--- config.mk ---
export PLATFORM = sky130hd
export DESIGN_NAME = led_mode_mux
export DESIGN_NICKNAME = d
export VERILOG_FILES = /design/src/rtl/led_mode_mux.sv
export SDC_FILE = /design/constraint.sdc
export NUM_CORES = 1
export LEC_CHECK = 0
export ABC_AREA = 1
export CORE_MARGIN = 4
export CORE_UTILIZATION = 25
export DETAILED_ROUTE_END_ITERATION = 7
export GPL_TIMING_DRIVEN = 0
export PLACE_DENSITY = 0.59
export SETUP_SLACK_MARGIN = 0.3
export SLEW_MARGIN = 20
export SYNTH_ARGS = -nofsm -noshare
export SYNTH_HDL_FRONTEND = slang
export SYNTH_SLANG_ARGS = --single-unit
--- constraint.sdc ---
create_clock -name clk -period 2.28 [get_ports clk]
set_input_delay 0.456 -clock clk [delete_from_list [all_inputs] [get_ports clk]]
set_output_delay 0.456 -clock clk [all_outputs]
set_load 0.01 [all_outputs]
--- src/rtl/led_mode_mux.sv ---
// LED pattern selector: picks one of NUM_MODES LED patterns by mode_select and
// drives the pins with the configured polarity. A mode change blanks the LEDs
// for BLANK_CYCLES clocks before the new pattern is shown.
module led_mode_mux #(
  parameter int LED_W        = 8,
  parameter int NUM_MODES    = 4,
  parameter int SEL_W        = 4,
  parameter int BLANK_CYCLES = 16,
  parameter int ACTIVE_LOW   = 1
) (
  input  logic                       clk,
  input  logic                       rst_n,
  input  logic [SEL_W-1:0]           mode_select,
  input  logic [NUM_MODES*LED_W-1:0] mode_signals,
  output logic [LED_W-1:0]           led_n,
  output logic                       busy,
  output logic                       mode_changed,
  output logic [SEL_W-1:0]           active_mode
);

  localparam int CNT_W = (BLANK_CYCLES < 1) ? 1 : $clog2(BLANK_CYCLES + 1);
  localparam logic [CNT_W-1:0] CNT_LAST =
    CNT_W'((BLANK_CYCLES > 0) ? (BLANK_CYCLES - 1) : 0);
  localparam logic [LED_W-1:0] LED_OFF = (ACTIVE_LOW != 0) ? '1 : '0;

  typedef enum logic {
    ST_RUN   = 1'b0,
    ST_BLANK = 1'b1
  } state_t;

  state_t             r_state,   w_state_nxt;
  logic [SEL_W-1:0]   r_target,  w_target_nxt;
  logic [CNT_W-1:0]   r_cnt,     w_cnt_nxt;
  logic [SEL_W-1:0]   r_active,  w_active_nxt;
  logic [LED_W-1:0]   r_led,     w_led_nxt;
  logic               r_changed, w_changed_nxt;
  logic [LED_W-1:0]   w_pattern;

  // Pattern for a mode; modes outside 0..NUM_MODES-1 have an all-zero pattern.
  function automatic logic [LED_W-1:0] pattern_of(
    input logic [SEL_W-1:0]           sel,
    input logic [NUM_MODES*LED_W-1:0] sigs
  );
    logic [LED_W-1:0] p;
    p = '0;
    for (int m = 0; m < NUM_MODES; m++) begin
      if (sel == SEL_W'(m)) p = sigs[m*LED_W +: LED_W];
    end
    return p;
  endfunction

  // Converts an active-high pattern into the pin drive level.
  function automatic logic [LED_W-1:0] drive_on(input logic [LED_W-1:0] p);
    return (ACTIVE_LOW != 0) ? ~p : p;
  endfunction

  assign w_pattern = pattern_of(r_active, mode_signals);

  // State and output registers; reset discards any pending switch.
  always_ff @(posedge clk or negedge rst_n) begin
    if (!rst_n) begin
      r_state   <= ST_RUN;
      r_target  <= '0;
      r_cnt     <= '0;
      r_active  <= '0;
      r_led     <= LED_OFF;
      r_changed <= 1'b0;
    end else begin
      r_state   <= w_state_nxt;
      r_target  <= w_target_nxt;
      r_cnt     <= w_cnt_nxt;
      r_active  <= w_active_nxt;
      r_led     <= w_led_nxt;
      r_changed <= w_changed_nxt;
    end
  end

  // Next-state logic: detect mode changes, run the blanking count, commit the mode.
  always_comb begin
    w_state_nxt   = r_state;
    w_target_nxt  = r_target;
    w_cnt_nxt     = r_cnt;
    w_active_nxt  = r_active;
    w_led_nxt     = LED_OFF;
    w_changed_nxt = 1'b0;
    case (r_state)
      ST_RUN: begin
        if (mode_select == r_active) begin
          w_led_nxt = drive_on(w_pattern);
        end else if (BLANK_CYCLES > 0) begin
          w_target_nxt = mode_select;
          w_cnt_nxt    = '0;
          w_state_nxt  = ST_BLANK;
        end else begin
          // No blanking: commit immediately, one OFF cycle while the pulse fires.
          w_active_nxt  = mode_select;
          w_changed_nxt = 1'b1;
        end
      end
      ST_BLANK: begin
        if (mode_select != r_target) begin
          // Request moved during blanking: restart the full blank toward it.
          w_target_nxt = mode_select;
          w_cnt_nxt    = '0;
        end else if (r_cnt == CNT_LAST) begin
          w_active_nxt  = r_target;
          w_state_nxt   = ST_RUN;
          w_changed_nxt = 1'b1;
        end else begin
          w_cnt_nxt = r_cnt + CNT_W'(1);
        end
      end
      default: begin
        w_state_nxt = ST_RUN;
      end
    endcase
  end

  assign led_n        = r_led;
  assign busy         = (r_state == ST_BLANK);
  assign mode_changed = r_changed;
  assign active_mode  = r_active;

endmodule

==> reports/results.ini <==
[clock_tree]
cts_buffers = 3
htree_levels = 1
clkTransAtPathRegs_ps = 90
clk_latency_ps = 270
postCtsSetupRepairBufs = 0
cts_buffer_depth = 2
tritoncts = done
clockRootBuffer = clkbuf_8
cts_resized = 0
cts_sinks = 23
cts_hold_buf = 0

[power]
p_leak_nw = 0.985
peakVddDrop_mv = 0.180
power.switching_uw = 220
switching_share = 0.259
pwr-share-comb = 0.184
clock_power_share = 0.309
powerDensity_nw_per_um2 = 409
seqPwrFrac = 0.507
intPower_uw = 628

[sta]
fmax_mhz = 547
finalClockSkew_ps = 8.66
relSlewSlack = 0.641
tightest_slew_ps = 536
setup_viol = 0
fin_crit_sh = 0.801
whs_ps = 143
finalHoldViolCount = 0
tns_ps = 0
rsz0062_at_grt = false
min_period_ps = 1830
drv_slew = 0
postLayoutSetupSlackWorst_ps = 453

[floorplan]
std_cell_rows = 27
die_w_um = 83.7
die_h_um = 83.7
core_um2 = 5540
start_util = 0.258
design.die.area_um2 = 7000
pin_count = 52

[synthesis]
synth_ff_type = dfrtp_1
synth_area_leader_cell = dfrtp_1
syn_avg_cell_area_um2 = 7.30
synth_fp_nets = 236
ys_ff_latch = 23
async_flop_share = 1.00
synth_area_leaders = dfrtp_1, nand2_1, dfstp_2, nand3_1, inv_1
ys_seq_area_frac = 0.409
synthCells = 196
netlist.area_leader.share = 0.262
synthesis.area_um2 = 1430
synth.distinct_cells = 22
yosys_warnings = 0
synth_edf_count = 0

[setup_path]
slowest_delay_ps = 600
cp_slowest_cell = clkdlybuf4s50_1
cp_data_required_time_ps = 1820
cp-start-kind = flip-flop
crit_family = buffers and inverters
crit_chain = clkdlybuf4s50_1
cp.arrival_ps = 1370
crit_buf_inv = 1
endpoint_kind = primary output
critPathKind = reg -> out
cp_max_fo = 7

[global_routing]
grt_pass1_wl_um = 6050
first_global_vias = 1351
grt-ovfl-total = 0
grt_max_degree = 24
antenna_found_initial = 0
grtUsageTotal = 0.105

[run_status]
status = complete, no violations

[detailed_routing]
viasPerCell = 4.26
drt_iter0_markers = 71
post-route-drc-count = 0
vias = 1376
postRouteAntennaNets = 0
wl_per_cell_um = 11.1
dr.pass1.iters = 4
drt-total-wl_um = 3580

[flow_run]
cap_viol_max_count = 0

[layout]
fin_nets = 292
drive_gt1_frac = 0.143
fill_cells = 630
finish.utilization = 0.374
final_cells = 323
area_growth_pct = 44.8
diodes = 0

[placed_design]
dp_cells = 319
dp_hpwl_um = 2870
dp_slack_ps = 245
portBuffers = 51
place_congestion = 0.819

[min_path]
worstHoldPathType = in -> async

logic make-up after synthesis:
logic type,share of synthesized area
and+or+nand+nor,0.406
buffers and inverters,0.0848
DFF,0.409
AOI/OAI and AO/OA,0.0699
xor gates and xnor gates,0.0122
adders and majority gates,0.0175
worst paths after layout:
check / startpoint / endpoint / cells after the start / slack (ps)
worst min register to register: r_target[1]$_DFFE_PN0P_ / r_target[1]$_DFFE_PN0P_ / 2 / 520
worst min-delay path: rst_n / active_mode[1]$_DFFE_PN0P_ / 1 / 140
min in group clk: r_target[1]$_DFFE_PN0P_ / r_target[1]$_DFFE_PN0P_ / 2 / 520
worst max register to register: r_cnt[0]$_DFFE_PN0P_ / r_cnt[0]$_DFFE_PN0P_ / 7 / 750
max in group asynchronous: rst_n / led_n[5]$_DFF_PN1_ / 1 / 1760
worst max-delay path: active_mode[1]$_DFFE_PN0P_ / active_mode[1] / 1 / 450
synthesized netlist by cell type, types with 2 or more instances:
cell and n:
nand2_1 68, inv_1 27, nand3_1 26, dfrtp_1 15, a21oi_1 9, dfstp_2 8, nand2_2 6, nand4_1 5
nor2_1 5, inv_2 4, o21ai_1 4, o21ai_2 4, ha_1 2, nor2_2 2, nor2_4 2, nor3_2 2
xor2_1 2
flip-flops by register name (all words and copies together), names as in the netlist:
register / flops
active_mode: 4
busy: 1
led_n: 8
mode_changed: 1
r_cnt: 5
r_target: 4
cell type report:
cell class | count | area [µm²] | share of cell area
inverters | 31 | 116 | 0.0562
plain buffers | 1 | 5.00 | 0.00242
clock buffers | 4 | 45.0 | 0.0217
multi-input cells | 141 | 724 | 0.350
repair buffers | 51 | 505 | 0.244
flip-flops and latches | 23 | 586 | 0.283
well taps | 72 | 90.1 | 0.0435
layout by cell type, fill, tap and decap left out, drive strengths merged:
cell	synthesis	layout
nand2	75	75
buf	1	2
nand3	28	28
dfrtp	15	15
nor3	2	2
xor2	2	2
dfstp	8	8
inv	31	31
o21ai	8	8
clkbuf	0	4
nor2	9	9
and3	1	1
clkdlybuf4s50	0	50
nand4	5	5
ha	2	2
a21oi	9	9
power by group through the flow:
| stage | clock, mW | combinational (mW) | sequential [mW] |
|---|---|---|---|
| finish | 0.262 | 0.156 | 0.430 |
| global route | 0.292 | 0.173 | 0.432 |
| CTS | 0.271 | 0.160 | 0.430 |
| detailed placement | 0 | 0.159 | 0.437 |
| global placement | 0 | 0.158 | 0.437 |
| floorplan | 0 | 0.0717 | 0.435 |
through the flow:
stage | instance area, µm² | power, mW
floorplan | 1430 | 0.507
global route | 2070 | 0.897
CTS | 2080 | 0.861
detailed placement | 2030 | 0.597
global placement | 2030 | 0.595
finish | 2070 | 0.848
metal layers:
metal / vias up / routed length [µm] / GRT usage
met3: 4 / 320 / 0.0306
met2: 52 / 1630 / 0.174
li1: 731 / - / -
met5: - / 0 / 0
met1: 589 / 1590 / 0.128
met4: 0 / 40 / 0.0409
Note: power is estimated with default switching activity, not from simulation.
